File: config.mk
export PLATFORM = sky130hd
export DESIGN_NAME = uart_cmd_decoder
export DESIGN_NICKNAME = d
export VERILOG_FILES = /design/src/rtl/uart_cmd_decoder.sv
export SDC_FILE = /design/constraint.sdc
export NUM_CORES = 1
export LEC_CHECK = 0
export CORE_MARGIN = 2
export CORE_UTILIZATION = 54
export CTS_BUF_LIST = sky130_fd_sc_hd__clkbuf_16
export DETAILED_ROUTE_END_ITERATION = 6
export PLACE_DENSITY = 0.77
export SLEW_MARGIN = 40
export SYNTH_ARGS = -nofsm -noshare
export SYNTH_HDL_FRONTEND = slang
export SYNTH_SLANG_ARGS = --single-unit
File: constraint.sdc
create_clock -name clk -period 11.1 [get_ports clk]
set_input_delay 1.11 -clock clk [delete_from_list [all_inputs] [get_ports clk]]
set_output_delay 1.11 -clock clk [all_outputs]
set_load 0.05 [all_outputs]
File: src/rtl/uart_cmd_decoder.sv
// uart_cmd_decoder: parses ASCII "<A><op><B>=" commands from a UART byte
// stream into two unsigned 32-bit operands and a 2-bit operator code.
// Handshake: a byte on rx_data is consumed only in a cycle where
// uin_valid=1 (one byte per strobe, no back-pressure). The outputs
// op_a/op_b/op_code are valid in the cycle alu_start is high and hold
// until the next alu_start.
module uart_cmd_decoder #(
    parameter int MAX_DIGITS = 9
) (
    input  logic        clk,
    input  logic        rst,
    input  logic [7:0]  rx_data,
    input  logic        uin_valid,
    output logic [31:0] op_a,
    output logic [31:0] op_b,
    output logic [1:0]  op_code,
    output logic        alu_start,
    output logic        parse_err,
    output logic        busy,
    output logic [2:0]  dbg_state
);

    localparam int CW = $clog2(MAX_DIGITS + 1);

    typedef enum logic [2:0] {
        S_A0  = 3'd0,
        S_A   = 3'd1,
        S_B0  = 3'd2,
        S_B   = 3'd3,
        S_ERR = 3'd4
    } state_t;

    state_t        state_q, state_d;
    logic [31:0]   acc_a_q, acc_a_d;
    logic [31:0]   acc_b_q, acc_b_d;
    logic [CW-1:0] cnt_q, cnt_d;
    logic [1:0]    opc_q, opc_d;
    logic [31:0]   op_a_q, op_a_d;
    logic [31:0]   op_b_q, op_b_d;
    logic [1:0]    op_code_q, op_code_d;
    logic          alu_start_q, alu_start_d;
    logic          parse_err_q, parse_err_d;
    logic          busy_q, busy_d;

    logic          is_digit;
    logic          is_op;
    logic          is_eq;
    logic          is_space;
    logic [1:0]    op_enc;
    logic [3:0]    digit_val;
    logic [31:0]   acc_sel;
    logic [31:0]   acc_next;
    logic          cnt_full;

    // Byte classification and the shared multiply-by-ten accumulator step.
    always_comb begin
        is_digit  = (rx_data >= 8'h30) && (rx_data <= 8'h39);
        is_eq     = (rx_data == 8'h3D);
        is_space  = (rx_data == 8'h20);
        digit_val = rx_data[3:0];
        is_op     = 1'b1;
        op_enc    = 2'b00;
        case (rx_data)
            8'h2B:   op_enc = 2'b00;
            8'h2D:   op_enc = 2'b01;
            8'h2A:   op_enc = 2'b10;
            8'h2F:   op_enc = 2'b11;
            default: is_op  = 1'b0;
        endcase
        // Only one operand accumulates at a time, so one adder serves both.
        acc_sel  = (state_q == S_B) ? acc_b_q : acc_a_q;
        acc_next = (acc_sel << 3) + (acc_sel << 1) + {28'd0, digit_val};
        cnt_full = (cnt_q == CW'(MAX_DIGITS));
    end

    // Next-state and next-output computation for the parser FSM.
    always_comb begin
        state_d     = state_q;
        acc_a_d     = acc_a_q;
        acc_b_d     = acc_b_q;
        cnt_d       = cnt_q;
        opc_d       = opc_q;
        op_a_d      = op_a_q;
        op_b_d      = op_b_q;
        op_code_d   = op_code_q;
        alu_start_d = 1'b0;
        parse_err_d = 1'b0;

        if (uin_valid && !is_space) begin
            case (state_q)
                S_A0: begin
                    if (is_digit) begin
                        acc_a_d = {28'd0, digit_val};
                        cnt_d   = CW'(1);
                        state_d = S_A;
                    end else if (!is_eq) begin
                        state_d = S_ERR;
                    end
                end
                S_A: begin
                    if (is_digit) begin
                        if (cnt_full) begin
                            state_d = S_ERR;
                        end else begin
                            acc_a_d = acc_next;
                            cnt_d   = cnt_q + CW'(1);
                        end
                    end else if (is_op) begin
                        opc_d   = op_enc;
                        cnt_d   = '0;
                        state_d = S_B0;
                    end else begin
                        state_d = S_ERR;
                    end
                end
                S_B0: begin
                    if (is_digit) begin
                        acc_b_d = {28'd0, digit_val};
                        cnt_d   = CW'(1);
                        state_d = S_B;
                    end else begin
                        state_d = S_ERR;
                    end
                end
                S_B: begin
                    if (is_digit) begin
                        if (cnt_full) begin
                            state_d = S_ERR;
                        end else begin
                            acc_b_d = acc_next;
                            cnt_d   = cnt_q + CW'(1);
                        end
                    end else if (is_eq) begin
                        op_a_d      = acc_a_q;
                        op_b_d      = acc_b_q;
                        op_code_d   = opc_q;
                        alu_start_d = 1'b1;
                        state_d     = S_A0;
                    end else begin
                        state_d = S_ERR;
                    end
                end
                S_ERR: begin
                    // Everything up to the next '=' is discarded.
                    if (is_eq) begin
                        state_d = S_A0;
                    end
                end
                default: state_d = S_A0;
            endcase
        end

        // Pulse only on entry so repeated garbage while in ERR stays quiet.
        if ((state_d == S_ERR) && (state_q != S_ERR)) begin
            parse_err_d = 1'b1;
        end

        busy_d = (state_d == S_A) || (state_d == S_B0) || (state_d == S_B);
    end

    // State, accumulator and output registers; reset overrides any byte.
    always_ff @(posedge clk) begin
        if (rst) begin
            state_q     <= S_A0;
            acc_a_q     <= '0;
            acc_b_q     <= '0;
            cnt_q       <= '0;
            opc_q       <= 2'b00;
            op_a_q      <= '0;
            op_b_q      <= '0;
            op_code_q   <= 2'b00;
            alu_start_q <= 1'b0;
            parse_err_q <= 1'b0;
            busy_q      <= 1'b0;
        end else begin
            state_q     <= state_d;
            acc_a_q     <= acc_a_d;
            acc_b_q     <= acc_b_d;
            cnt_q       <= cnt_d;
            opc_q       <= opc_d;
            op_a_q      <= op_a_d;
            op_b_q      <= op_b_d;
            op_code_q   <= op_code_d;
            alu_start_q <= alu_start_d;
            parse_err_q <= parse_err_d;
            busy_q      <= busy_d;
        end
    end

    assign op_a      = op_a_q;
    assign op_b      = op_b_q;
    assign op_code   = op_code_q;
    assign alu_start = alu_start_q;
    assign parse_err = parse_err_q;
    assign busy      = busy_q;
    assign dbg_state = state_q;

endmodule

==> key figures <==
Floorplanning
  – Die Footprint: 15,000 um2
  – Cell Rows: 43
  – IO Pins: 83
  – DIE WIDTH: 122 um
  – Starting utilization of the core area: 55.0%
  – Core box area: 13,800 um2
  – Vertical die dimension: 122 um

Job
  – Max_cap viols: 0

Synthesis
  – Avg Cell Area, Syn: 7.73 um2
  – Xor and xnor area share after synthesis: 3.59%
  – Share of synthesized area occupied by flip-flops and latches: 37.5%
  – Post-Syn Nets: 1,053
  – Number of enable-type register cells in the synthesized netlist: 0
  – Fraction of registers with async set/reset: 0%
  – Distinct cells, synth: 59
  – Synth Area in Simple Gates: roughly a quarter
  – Proportion of synthesized area in mux cells: less than 1%
  – Mapped Area: approximately 7600 um2
  – Adder-cell share of the synthesized area: between 10% and 20%
  – Number of cells produced by synthesis: about 1,000
  – Compound-Gate Fraction of Synth Area: 20.4%
  – Main combinational cell family by area after synthesis: simple AND/OR/NAND/NOR gates
  – Register bit count reported by yosys: around 140
  – Most frequently used flop master after synthesis: dfxtp_1
  – Synthesis warning total: 0

Critical path
  – Critical R2R Capture: acc_a_q[28]
  – Critical path type: reg2reg
  – Chain of cells forming the critical path: nor2b_1, nand2_1, buf_4, nand2_1, nand2_1, fa_1, inv_1, fa_1, nor2b_1, o2111ai_1, a21oi_1, o22ai_2, o21ai_1, a221o_1, a41o_1, nor3_1, a211o_1
  – Cell count of the worst reg-to-reg path: 17
  – Critical path data required time: 11.42 ns
  – Critical path arrival: 4.88 ns
  – Worst path max stage delay: approximately 0.61 ns
  – Slowest CP cell: dfxtp_1
  – Worst reg2reg setup slack: 6.54 ns
  – CP delay by family, top: compound AO/OA/AOI/OAI gates
  – Highest fanout seen on the critical path: between 40 and 50
  – Cell occurring most often along the worst timing path: nand2_1
  – Worst path bufs/invs: 2
  – Endpoint kind of the worst setup timing path: flip-flop
  – Nature of the critical path startpoint: flip-flop
  – Startpoint of the worst register-to-register path: dbg_state[1]

Drt
  – Antenna viol nets, final: 0
  – WL final: roughly 18,000 um
  – Final routed DRC violation total: 0
  – Wire length per cell: 14.8 um
  – Vias: 6,871
  – Per-cell via count in the routed design: 5.64
  – Drt first-iter violations: 528
  – Detailed-router iteration count before antenna repair: 5

Cells and area
  – # nets final: between 1,000 and 1,500
  – Share of layout cells above drive strength 1: 5.39%
  – Top library cells by usage in the layout, fill and taps aside: 271 x nand2_1, 142 x dfxtp_1, 117 x a21oi_1
  – Most common cell after layout, fill and taps aside: nand2_1
  – Utilization of the core after routing: 65.7%
  – Area grow syn2layout: 19.5%
  – Antenna cell count: 0
  – Layout Cells excl Fill: 1,218
  – Summed area of non-filler cells in the final layout: between 9000 and 10,000 um2

Pwr
  – Leakage power total: ~3.6 nW
  – Sequential fraction of design power: a little under half
  – Share of total power consumed by net switching: 22.2%
  – Switching power total: approximately 0.25 mW
  – Clk network pwr share: between 50% and 60%
  – Int Power: 0.872 mW
  – Power per cell area: around 120 nW/um2
  – Logic gate share of total power: 2.5%
  – Maximum resistive drop on vdd: 0.119 mV

Timing
  – Tmin final: 4.56 ns
  – Worst hold slack after final layout: 0.452 ns
  – Setup repair after global routing missed its margin: false
  – Max_slew headroom: 53.6%
  – Slew at the pin closest to its max-slew limit: 0.696 ns
  – Number of pins exceeding their max-slew limit in the final report: 0
  – Share of the clock period used by the worst path after layout: 41.1%
  – TNS Setup: 0 ns
  – Final setup violation count: 0
  – Final hold violation count: 0
  – FMAX: around 220 MHz
  – Fin Clk Skew: 0.00997 ns

CTS
  – Number of buffers inserted by post-CTS setup repair: 0
  – Post-CTS resize count: 0
  – Clock latency on the worst-skew pair: 0.43 ns
  – Clock Tree Root: clkbuf_16
  – Clock sinks: roughly 140
  – TritonCTS clock tree: done
  – Buffers from clock root to sink, at most: 2
  – H-tree Lvls: 4
  – Worst-path clk slew: 0.06 ns
  – Post-CTS Hold Buffers: 0
  – Total CTS buffers: 17

Global routing
  – Global-route wire length before repair: 30,200 um
  – Vias in the first global route: 6,348
  – Largest net degree at the start of global routing: 97
  – GR Overflow Total: 0
  – Global-route usage over all layers: around 25%
  – Antenna violations before repair: 0

Place
  – Routability-driven placement congestion ratio: 0.893
  – Sum of net half-perimeters after detailed placement: 12,200 um
  – Buffers added on ports: 82
  – Number of placed instances with taps included: 1,186
  – Placed inst area: 8450 um2

Worst hold path
  – Worst hold path type: reg2reg
  – Worst Hold Path Cells: 2
  – Hold_sp: opc_q[0]
  – Worst hold endpoint: op_code[0]

Status
  – Result of the run: completed
[per-stage QoR]
step,worst slack [ns],power (mW)
CTS,6.37,1.13
finish,6.54,1.12
detailed placement,6.33,0.551
floorplan,6.62,0.541
global route,6.13,1.15
global placement,6.44,0.551
[worst max path at each step]
stage / start / end / slack (ns) / depth (start not counted)
2_1_floorplan: dbg_state[2] / acc_b_q[29] / 6.62 / 18
3_3_place_gp: rx_data[3] / acc_a_q[28] / 6.44 / 13
5_1_grt: dbg_state[1] / acc_a_q[28] / 6.13 / 17
3_5_place_dp: rx_data[3] / acc_a_q[28] / 6.33 / 13
6_report: dbg_state[1] / acc_a_q[28] / 6.54 / 17
4_1_cts: dbg_state[1] / acc_b_q[31] / 6.37 / 15
[synth_stat cells (3+ instances only)]
| master | n | share of area [%] |
|---|---|---|
| xor2_1 | 10 | 1.2 |
| o21ai_1 | 5 | 0.33 |
| nor2_1 | 65 | 3.2 |
| nand3_1 | 24 | 1.6 |
| buf_1 | 7 | 0.35 |
| o21bai_1 | 8 | 0.79 |
| xnor2_1 | 21 | 2.4 |
| inv_1 | 12 | 0.59 |
| nand4_1 | 5 | 0.41 |
| a22oi_1 | 34 | 3.4 |
| o21ai_0 | 18 | 1.2 |
| nand3b_1 | 7 | 0.69 |
| ha_1 | 60 | 9.9 |
| a21o_1 | 15 | 1.5 |
| buf_2 | 4 | 0.26 |
| a211oi_1 | 8 | 0.79 |
| nand2_1 | 271 | 13 |
| o31ai_1 | 3 | 0.30 |
| clkbuf_1 | 53 | 2.6 |
| and2_1 | 5 | 0.41 |
| mux2i_1 | 4 | 0.53 |
| nor3_1 | 8 | 0.53 |
| nand2b_1 | 8 | 0.66 |
| or3_1 | 5 | 0.41 |
| and3_1 | 4 | 0.33 |
| a21oi_1 | 117 | 7.7 |
| nor2b_1 | 7 | 0.58 |
| o311ai_1 | 3 | 0.35 |
| nor3b_1 | 4 | 0.40 |
| dfxtp_1 | 142 | 38 |
[power groups by stage]
stage / Combinational (mW) / Sequential (mW) / Clock (mW)
floorplan: 0.0164 / 0.525 / 0
global placement: 0.0278 / 0.523 / 0
detailed placement: 0.0279 / 0.523 / 0
CTS: 0.0282 / 0.512 / 0.586
global route: 0.0312 / 0.512 / 0.610
finish: 0.0283 / 0.512 / 0.580
[cell type report]
cell class | instances | area (um2)
fill | 1210 | 4720
multi-input combinational | 762 | 4460
sequential | 142 | 2840
timing repair buffer | 90 | 882
clock buffer | 17 | 425
tap | 180 | 225
clock inverter | 15 | 171
inverter | 12 | 45.0
[metal layers]
layer,up-vias,track usage [%],share of wire (%)
met4,0,7.26,1.4
met3,23,5.76,5.1
met1,3196,33.1,47
met2,170,40.8,46
li1,3482,-,-
met5,-,0,0
[worst register-to-register path: cells and delay by family (launching register included)]
| family | cells | cell delay, ns |
|---|---|---|
| DFF | 1 | 0.61 |
| adders and majority gates | 2 | 1.00 |
| buffers and inverters | 2 | 0.37 |
| and+or+nand+nor | 6 | 0.85 |
| AOI/OAI and AO/OA | 7 | 1.63 |
[kinds of logic after synthesis]
kind of cell / after synthesis
simple gates: 422
flops: 142
fa+ha+maj: 62
compound gates: 243
buf+inv: 76
xor+xnor: 31
mux: 4
[flip-flops by register name, indices dropped and copies added, names as in the netlist]
name       count
op_code        2
alu_start      1
acc_a_q       32
parse_err      1
opc_q          2
cnt_q          4
dbg_state      3
op_b          32
busy           1
op_a          32
acc_b_q       32
Power figures use the tool's default switching activity.
